**config.mk**
```make
export PLATFORM = sky130hd
export DESIGN_NAME = elbeth_alu_arbiter
export DESIGN_NICKNAME = d
export VERILOG_FILES = /design/src/rtl/elbeth_alu_defs.sv /design/src/rtl/elbeth_rr_arb2.sv /design/src/rtl/elbeth_alu_arbiter.sv
export SDC_FILE = /design/constraint.sdc
export NUM_CORES = 1
export LEC_CHECK = 0
export BUFFER_PORTS_ARGS = -buffer_cell sky130_fd_sc_hd__buf_2
export CORE_AREA = 2 2 107 109
export CTS_BUF_LIST = sky130_fd_sc_hd__clkbuf_16
export DETAILED_ROUTE_END_ITERATION = 6
export DIE_AREA = 0 0 109 111
export PLACE_DENSITY_LB_ADDON = 0.05
export SYNTH_ARGS = -nofsm -noshare
export SYNTH_HDL_FRONTEND = slang
export SYNTH_SLANG_ARGS = --single-unit
```
**constraint.sdc**
```tcl
create_clock -name clk -period 5.8 [get_ports clk]
set_clock_uncertainty 0.1 [all_clocks]
set_input_delay 1.16 -clock clk [delete_from_list [all_inputs] [get_ports clk]]
set_output_delay 1.16 -clock clk [all_outputs]
set_load 0.005 [all_outputs]
```
**src/rtl/elbeth_alu_defs.sv**
```systemverilog
// elbeth_alu_defs: opcode constants and arbiter FSM encoding shared by
// elbeth_alu, elbeth_alu_arbiter and their benches.
package elbeth_alu_defs;

    localparam int ALU_DATA_W = 32;
    localparam int ALU_OP_W   = 4;

    localparam logic [3:0] ALU_OP_ADD  = 4'd0;
    localparam logic [3:0] ALU_OP_SUB  = 4'd1;
    localparam logic [3:0] ALU_OP_AND  = 4'd2;
    localparam logic [3:0] ALU_OP_OR   = 4'd3;
    localparam logic [3:0] ALU_OP_XOR  = 4'd4;
    localparam logic [3:0] ALU_OP_SLT  = 4'd5;
    localparam logic [3:0] ALU_OP_SLTU = 4'd6;
    localparam logic [3:0] ALU_OP_SLL  = 4'd7;
    localparam logic [3:0] ALU_OP_SRL  = 4'd8;
    localparam logic [3:0] ALU_OP_SRA  = 4'd9;

    typedef enum logic [1:0] {
        IDLE = 2'd0,
        EXEC = 2'd1,
        RESP = 2'd2
    } arb_state_e;

endpackage

```
**src/rtl/elbeth_rr_arb2.sv**
```systemverilog
// elbeth_rr_arb2: two-way combinational grant.
// A lone valid requester is granted; on contention the port that did not win
// last time is granted, unless ELBETH_ALU_ARB_FIXED_PRIO_EN is defined, in
// which case port 0 always wins.
module elbeth_rr_arb2 (
    input  logic [1:0] valid_i,
    input  logic       last_grant_i,
    output logic       grant_valid_o,
    output logic       grant_id_o
);

`ifdef ELBETH_ALU_ARB_FIXED_PRIO_EN
    // History is not consulted under fixed priority.
    logic unused_last_s;
    assign unused_last_s = last_grant_i;
`endif

    // Pick the winning port from the valid pair.
    always_comb begin
        grant_valid_o = 1'b0;
        grant_id_o    = 1'b0;
        case (valid_i)
            2'b01: begin
                grant_valid_o = 1'b1;
                grant_id_o    = 1'b0;
            end
            2'b10: begin
                grant_valid_o = 1'b1;
                grant_id_o    = 1'b1;
            end
            2'b11: begin
                grant_valid_o = 1'b1;
`ifdef ELBETH_ALU_ARB_FIXED_PRIO_EN
                grant_id_o    = 1'b0;
`else
                grant_id_o    = ~last_grant_i;
`endif
            end
            default: begin
                grant_valid_o = 1'b0;
                grant_id_o    = 1'b0;
            end
        endcase
    end

endmodule

```
**src/rtl/elbeth_alu_arbiter.sv**
```systemverilog
// elbeth_alu_arbiter: shares one combinational elbeth_alu between two
// requesters. IDLE grants a port and registers its operands onto alu_*,
// EXEC lets the ALU settle and captures its result, RESP holds the tagged
// response until the consumer takes it.
// Optional macro: ELBETH_ALU_ARB_FIXED_PRIO_EN (port 0 always wins contention).
module elbeth_alu_arbiter #(
    parameter int DATA_W = 32,
    parameter int OP_W   = 4
) (
    input  logic              clk,
    input  logic              rst,
    input  logic              req0_valid,
    output logic              req0_ready,
    input  logic [DATA_W-1:0] req0_a,
    input  logic [DATA_W-1:0] req0_b,
    input  logic [OP_W-1:0]   req0_op,
    input  logic              req1_valid,
    output logic              req1_ready,
    input  logic [DATA_W-1:0] req1_a,
    input  logic [DATA_W-1:0] req1_b,
    input  logic [OP_W-1:0]   req1_op,
    output logic [DATA_W-1:0] alu_a,
    output logic [DATA_W-1:0] alu_b,
    output logic [OP_W-1:0]   alu_op,
    input  logic [DATA_W-1:0] alu_result,
    output logic              resp_valid,
    input  logic              resp_ready,
    output logic              resp_id,
    output logic [DATA_W-1:0] resp_data
);

    import elbeth_alu_defs::*;

    arb_state_e        state_q, state_d;
    logic              last_grant_q, last_grant_d;
    logic              resp_valid_q, resp_valid_d;
    logic              resp_id_q, resp_id_d;
    logic [DATA_W-1:0] resp_data_q, resp_data_d;
    logic [DATA_W-1:0] alu_a_q, alu_a_d;
    logic [DATA_W-1:0] alu_b_q, alu_b_d;
    logic [OP_W-1:0]   alu_op_q, alu_op_d;

    logic              grant_valid_s;
    logic              grant_id_s;

    elbeth_rr_arb2 u_arb (
        .valid_i       ({req1_valid, req0_valid}),
        .last_grant_i  (last_grant_q),
        .grant_valid_o (grant_valid_s),
        .grant_id_o    (grant_id_s)
    );

    // Next-state, ready strobes and register updates for each FSM phase.
    always_comb begin
        state_d      = state_q;
        last_grant_d = last_grant_q;
        resp_valid_d = resp_valid_q;
        resp_id_d    = resp_id_q;
        resp_data_d  = resp_data_q;
        alu_a_d      = alu_a_q;
        alu_b_d      = alu_b_q;
        alu_op_d     = alu_op_q;
        req0_ready   = 1'b0;
        req1_ready   = 1'b0;
        case (state_q)
            IDLE: begin
                if (grant_valid_s) begin
                    req0_ready   = ~grant_id_s;
                    req1_ready   = grant_id_s;
                    alu_a_d      = grant_id_s ? req1_a  : req0_a;
                    alu_b_d      = grant_id_s ? req1_b  : req0_b;
                    alu_op_d     = grant_id_s ? req1_op : req0_op;
                    resp_id_d    = grant_id_s;
                    last_grant_d = grant_id_s;
                    state_d      = EXEC;
                end else begin
                    state_d      = IDLE;
                end
            end
            EXEC: begin
                // ALU inputs have been stable for a full cycle here.
                resp_data_d  = alu_result;
                resp_valid_d = 1'b1;
                state_d      = RESP;
            end
            RESP: begin
                if (resp_ready) begin
                    resp_valid_d = 1'b0;
                    state_d      = IDLE;
                end else begin
                    state_d      = RESP;
                end
            end
            default: begin
                resp_valid_d = 1'b0;
                state_d      = IDLE;
            end
        endcase
    end

    // State and datapath registers; reset favours port 0 on first contention.
    always_ff @(posedge clk or posedge rst) begin
        if (rst) begin
            state_q      <= IDLE;
            last_grant_q <= 1'b1;
            resp_valid_q <= 1'b0;
            resp_id_q    <= 1'b0;
            resp_data_q  <= {DATA_W{1'b0}};
            alu_a_q      <= {DATA_W{1'b0}};
            alu_b_q      <= {DATA_W{1'b0}};
            alu_op_q     <= OP_W'(ALU_OP_ADD);
        end else begin
            state_q      <= state_d;
            last_grant_q <= last_grant_d;
            resp_valid_q <= resp_valid_d;
            resp_id_q    <= resp_id_d;
            resp_data_q  <= resp_data_d;
            alu_a_q      <= alu_a_d;
            alu_b_q      <= alu_b_d;
            alu_op_q     <= alu_op_d;
        end
    end

    assign alu_a      = alu_a_q;
    assign alu_b      = alu_b_q;
    assign alu_op     = alu_op_q;
    assign resp_valid = resp_valid_q;
    assign resp_id    = resp_id_q;
    assign resp_data  = resp_data_q;

endmodule

```
==> impl_metrics.toml, run 1 <==
[outcome]
run_status = "completed"

[timing]
finalCritPeriodShare = 0.634
rsz0062_at_grt = "false"
worstMarginPinSlew_ns = 1.14
slew_margin_rel = 0.243
timing.fmax_mhz = 272
setup-tns-final_ns = 0
time_the_worst_path_needs_with_i_o_delays_and_setup_ns = 3.68
final_critical_path_setup_slack_ns = 2.12
report.final.hold_viol_count = 0
finalMaxSlewViolations = 0
finalSetupViolCount = 0

[synth]
synth_xor_area_frac = 0
yosysWarnings = 0
post_synthesis_net_count = 632
yosys.area_share.adder = 0
synth-edff-count = 0
dominant_combinational_cell_family_by_area_after_synthesis = "compound AO/OA/AOI/OAI gates"
synth_top_flop_cell = "sky130_fd_sc_hd__dfrtp_1"
synth_area_per_cell_um2 = 10.1
flip_flop_and_latch_count_after_synthesis = 105
synth_async_sr_flop_share = 1.00
synthDistinctLibCells = 24
share_of_synthesized_area_occupied_by_flip_flops_and_latches = 0.569
synth_compound_area_frac = 0.176
post_synth_inst_count = 459
synth.area.mux_share = 0.0780
synthSimpleGateAreaFrac = 0.123
synthesis.area_mm2 = 0.00462

[clocking]
hold_buffers = 0
postCtsSetupRepairBufs = 0
tritoncts = "built"
cts_max_level = 3
clkLatencyLatePin_ns = 0.33
cts-buffers-inserted = 9
cts_num_sinks = 105
clkSlewWorstSetupHoldPaths_ns = 0.06
ctsLongestPathBuffers = 2
cts-root-buf = "sky130_fd_sc_hd__clkbuf_16"
post_cts_resize_count = 0

[placement]
place.port_buffers = 276
gp_congestion = 0.790
pre_cts_setup_slack_ns = 2.12
detailed_place_hpwl_um = 9450

[floorplan]
die_x_um = 109
dieArea_mm2 = 0.0121
core_area_mm2 = 0.0111
floorplan.io_pins = 277
start_util = 0.417
row_count = 39
fp.dieH_um = 111

[cells_and_area]
syn_to_layout_area_delta_pct = 35.9
area.sequential_mm2 = 0.00263
nFillCells = 1059
multiInputGateArea_mm2 = 0.00176
nNetsFinal = 885
layout_common_cells = "276 x sky130_fd_sc_hd__buf_2, 130 x sky130_fd_sc_hd__nand2_1, 104 x sky130_fd_sc_hd__dfrtp_1"
drive_above_1_share = 0.425
most_common_cell_after_layout_fill_and_taps_aside = "sky130_fd_sc_hd__buf_2"

[pwr]
power.density_mw_per_mm2 = 511
leakage_nw = 3.13
power.ir.vdd_worst_mv = 0.355

[drt]
vias_per_inst = 5.20
remaining_drc_errors = 0
detail_route.wirelength_um = 14100
drtAntennaViolNets = 0
first_iter_violations = 280
drt-wirelength-per-cell_um = 16.4
via_count = 4471
drt-pass1-iter-count = 4

[global_route]
grt_start_max_net_pins = 70
grt_remaining_overflow = 0
total_grt_usage = 0.233
grt_antenna_before_repair = 2
first_global_vias = 4477
grt_pass1_wl_um = 22000

[setup_path]
timing.reg2reg.worst_path_depth = 4
critical_path_required_ns = 4.54
cp_data_arrival_time_ns = 2.42
maximum_net_fanout_on_the_critical_path = 69
critPathCaptureType = "output port"
ws_path_type = "in2out"
setup.worst_path.start_class = "primary input"

[min_path]
holdPathStages = 1
hold_path.class = "reg2reg"

[flow_run]
drv_cap = 0
-- sequential cells by signal (all words and copies together), names as in the netlist --
signal,count
alu_op,4
last_grant_q,1
resp_data,32
resp_valid,1
resp_id,1
state_q,2
alu_b,32
alu_a,32
-- per-layer routing --
layer	track usage	part of all wire
met2	0.373	0.49
met1	0.297	0.40
met4	0.116	0.033
met3	0.0476	0.078
met5	0	0.00071
-- final timing paths --
kind | start | to | slack (ns)
max reg2reg | state_q[0]$_DFF_PP0_ | alu_a[12]$_DFFE_PP0P_ | 3.77
min reg2reg | resp_valid$_DFFE_PP0P_ | resp_valid$_DFFE_PP0P_ | 0.38
min | resp_valid$_DFFE_PP0P_ | resp_valid$_DFFE_PP0P_ | 0.38
max | req0_valid | req1_ready | 2.12
min in group asynchronous | rst | resp_data[18]$_DFFE_PP0P_ | 0.85
max in group asynchronous | rst | alu_a[13]$_DFFE_PP0P_ | 3.64
-- area by class of cell --
type                       count  area share
inverter                       2     0.00159
sequential                   105       0.419
multi-input combinational    312       0.280
tap                          143      0.0285
clock inverter                 6     0.00817
antenna                        1    0.000399
timing repair buffer         282       0.227
clock buffer                   9      0.0359
-- through the flow --
| step | power, mW | cell area (um^2) | utilization | std cells | hold slack [ns] |
|---|---|---|---|---|---|
| 2_1_floorplan | 2.09 | 4620 | - | 459 | 0.374 |
| 3_3_place_gp | 2.62 | 6000 | 0.542 | 844 | 0.362 |
| 6_report | 3.21 | 6280 | 0.567 | 860 | 0.378 |
| 5_1_grt | 3.46 | 6280 | 0.567 | 860 | 0.398 |
| 3_5_place_dp | 2.66 | 6000 | 0.542 | 844 | 0.366 |
| 4_1_cts | 3.25 | 6280 | 0.567 | 859 | 0.383 |
-- cell usage after synthesis (2+ instances only) --
library cell | count | area, um^2
sky130_fd_sc_hd__and4_1 | 3 | 26.3
sky130_fd_sc_hd__a221o_1 | 3 | 30.0
sky130_fd_sc_hd__buf_2 | 19 | 95.1
sky130_fd_sc_hd__clkbuf_1 | 12 | 45.0
sky130_fd_sc_hd__mux2_1 | 32 | 360
sky130_fd_sc_hd__nor2_1 | 2 | 7.51
sky130_fd_sc_hd__buf_6 | 9 | 101
sky130_fd_sc_hd__dfrtp_1 | 104 | 2600
sky130_fd_sc_hd__a31oi_1 | 65 | 407
sky130_fd_sc_hd__nand2_1 | 130 | 488
sky130_fd_sc_hd__a21oi_1 | 65 | 325
sky130_fd_sc_hd__a21o_1 | 3 | 22.5
-- worst max-delay path: stages --
cell and delay [ns]:
sky130_fd_sc_hd__buf_2 0.13, sky130_fd_sc_hd__a21bo_2 0.19, sky130_fd_sc_hd__buf_4 0.33, sky130_fd_sc_hd__nor3_2 0.41, sky130_fd_sc_hd__buf_2 0.19
-- logic make-up after synthesis --
logic type | after synthesis
buf+inv | 42
simple gates | 140
mux | 32
flops | 105
compound gates | 140
-- power by group --
group          total (mW)  internal (mW)  leakage, nW  switching, mW
Sequential           1.31           1.11         1.20          0.195
Combinational        1.31          0.606         1.79          0.708
Clock               0.586          0.327        0.141          0.259
No activity file was read; power rests on OpenSTA's default activity.
==> run 2: changes to the inputs <==
--- a/config.mk
+++ b/config.mk
@@ -6,10 +6,10 @@
 export NUM_CORES = 1
 export LEC_CHECK = 0
 export BUFFER_PORTS_ARGS = -buffer_cell sky130_fd_sc_hd__buf_2
-export CORE_AREA = 2 2 107 109
+export CORE_MARGIN = 2
+export CORE_UTILIZATION = 44
 export CTS_BUF_LIST = sky130_fd_sc_hd__clkbuf_16
 export DETAILED_ROUTE_END_ITERATION = 6
-export DIE_AREA = 0 0 109 111
 export PLACE_DENSITY_LB_ADDON = 0.05
 export SYNTH_ARGS = -nofsm -noshare
 export SYNTH_HDL_FRONTEND = slang
==> constraint.sdc (replaced) <==
create_clock -name clk -period 3.55 [get_ports clk]
set_clock_uncertainty 0.1 [all_clocks]
set_input_delay 0.71 -clock clk [delete_from_list [all_inputs] [get_ports clk]]
set_output_delay 0.71 -clock clk [all_outputs]
set_load 0.005 [all_outputs]
==> run 2 against run 1 <==
Effect of this change: design area increased by 0.50%; die area down 6.3%; critical path type unchanged; clock power rose by 76%; largest cell class unchanged; utilization up 4.7 points; global-route usage increased by 1.0 points; cell count shrank 0.81%; critical path depth unchanged; worst setup slack lost 1.1 ns.
==> impl_metrics.toml, run 2 (synthesis gave the netlist of run 1 again) <==
[cells_and_area]
drive_above_1_share = 0.424
finish.instance_area_mm2 = 0.00631
syn_to_layout_area_delta_pct = 36.6
layout_common_cells = "276 x sky130_fd_sc_hd__buf_2, 130 x sky130_fd_sc_hd__nand2_1, 104 x sky130_fd_sc_hd__dfrtp_1"
n_antenna_cell = 0
nFillCells = 942
most_common_cell_after_layout_fill_and_taps_aside = "sky130_fd_sc_hd__buf_2"
nNetsFinal = 885

[pwr]
power.density_mw_per_mm2 = 843
sequentialPowerShare = 0.403
power.net_switching_mw = 1.90
internal-power_mw = 3.42
comb_power_share = 0.403
leakage_nw = 3.15
pwr-share-clk = 0.194
p_total_mw = 5.32
switching_share = 0.358
power.ir.vdd_worst_mv = 0.474

[floorplan]
core_area_mm2 = 0.0103
floorplan.io_pins = 277
start_util = 0.449
row_count = 37
fp.dieH_um = 106
die_x_um = 106
dieArea_mm2 = 0.0113

[clocking]
postCtsSetupRepairBufs = 0
clkLatencyLatePin_ns = 0.34
cts_num_sinks = 105
cts-root-buf = "sky130_fd_sc_hd__clkbuf_16"
hold_buffers = 0
post_cts_resize_count = 0
clkSlewWorstSetupHoldPaths_ns = 0.07
tritoncts = "built"
ctsLongestPathBuffers = 2
cts-buffers-inserted = 9
cts_max_level = 3

[timing]
slew_margin_rel = 0.243
final_critical_path_setup_slack_ns = 1.05
time_the_worst_path_needs_with_i_o_delays_and_setup_ns = 2.50
setup-tns-final_ns = 0
report.final.hold_viol_count = 0
finalCritPeriodShare = 0.706
rsz0062_at_grt = "false"
finalMaxSlewViolations = 0
finalSetupViolCount = 0
worstMarginPinSlew_ns = 1.14
timing.fmax_mhz = 399

[flow_run]
drv_cap = 0

[drt]
met1_length_um = 5500
drtAntennaViolNets = 0
via_count = 4494
detail_route.wirelength_um = 14000
routed-wl-met3_um = 1230
vias_per_inst = 5.27
remaining_drc_errors = 0
drt-wirelength-per-cell_um = 16.4
drt-pass1-iter-count = 4
detailroute.wirelength.met2_um = 6720
highest-signal-layer = "met4"
first_iter_violations = 236

[global_route]
total_grt_usage = 0.244
grt_antenna_before_repair = 0
first_global_vias = 4362
grt_pass1_wl_um = 21800
grt_remaining_overflow = 0
grt_start_max_net_pins = 73

[setup_path]
critPathCaptureType = "output port"
ws_path_type = "in2out"
cp_data_arrival_time_ns = 1.69
maximum_net_fanout_on_the_critical_path = 22
timing.reg2reg.worst_path_depth = 4
setup.worst_path.start_class = "primary input"
crit-reg2reg-launch = "state_q[0]$_DFF_PP0_"
crit_path_start = "req0_valid"
critical_path_required_ns = 2.74

[min_path]
holdPathStages = 1
hold_path_startpoint = "resp_data[6]$_DFFE_PP0P_"
hold_path.class = "reg2reg"

[placement]
gp_congestion = 0.786
detailed_place_hpwl_um = 9540
pre_cts_setup_slack_ns = 0.783
placement.cell_area_mm2 = 0.00600
place.port_buffers = 276

[outcome]
run_status = "completed"
## run 2: worst paths after layout
kind,slack [ns],endpoint
setup / recovery,1.05,req0_ready
hold / removal,0.38,resp_data[6]$_DFFE_PP0P_
setup reg to reg,1.50,alu_a[7]$_DFFE_PP0P_
hold reg to reg,0.38,resp_data[6]$_DFFE_PP0P_
max in group asynchronous,2.13,alu_b[3]$_DFFE_PP0P_
min in group asynchronous,0.39,resp_data[21]$_DFFE_PP0P_
## run 2: layout make-up
cell class	instances	area, um^2	share of cell area
clock buffer	9	225	0.0357
clock inverter	7	80.1	0.0127
inverter	2	11.3	0.00178
multi-input combinational	312	1760	0.278
sequential	105	2630	0.417
tap	136	170	0.0270
timing repair buffer	282	1440	0.228
## run 2: through the flow
stage / cells / hold WS (ns) / utilization
3_3_place_gp: 837 / 0.361 / 0.584
6_report: 853 / 0.380 / 0.614
2_1_floorplan: 459 / 0.374 / -
4_1_cts: 853 / 0.386 / 0.614
5_1_grt: 853 / 0.396 / 0.614
3_5_place_dp: 837 / 0.371 / 0.584
## run 2: power by group through the flow
stage	Sequential (mW)	Clock [mW]	Combinational [mW]
6_report	2.15	1.03	2.14
5_1_grt	2.23	1.10	2.39
3_5_place_dp	2.16	0	2.18
3_3_place_gp	2.14	0	2.13
4_1_cts	2.15	1.05	2.18
2_1_floorplan	2.19	0	1.23
## run 2: layer usage
layer | GRT usage | vias to the layer above
li1 | - | 2111
met1 | 0.310 | 2118
met2 | 0.397 | 229
met3 | 0.0490 | 36
met4 | 0.122 | 0
met5 | 0 | -
## run 2: critical path: stages
cell and delay (ns):
sky130_fd_sc_hd__buf_2 0.13, sky130_fd_sc_hd__or2_2 0.49, sky130_fd_sc_hd__nand2_4 0.19, sky130_fd_sc_hd__nor2_1 0.05, sky130_fd_sc_hd__buf_2 0.13
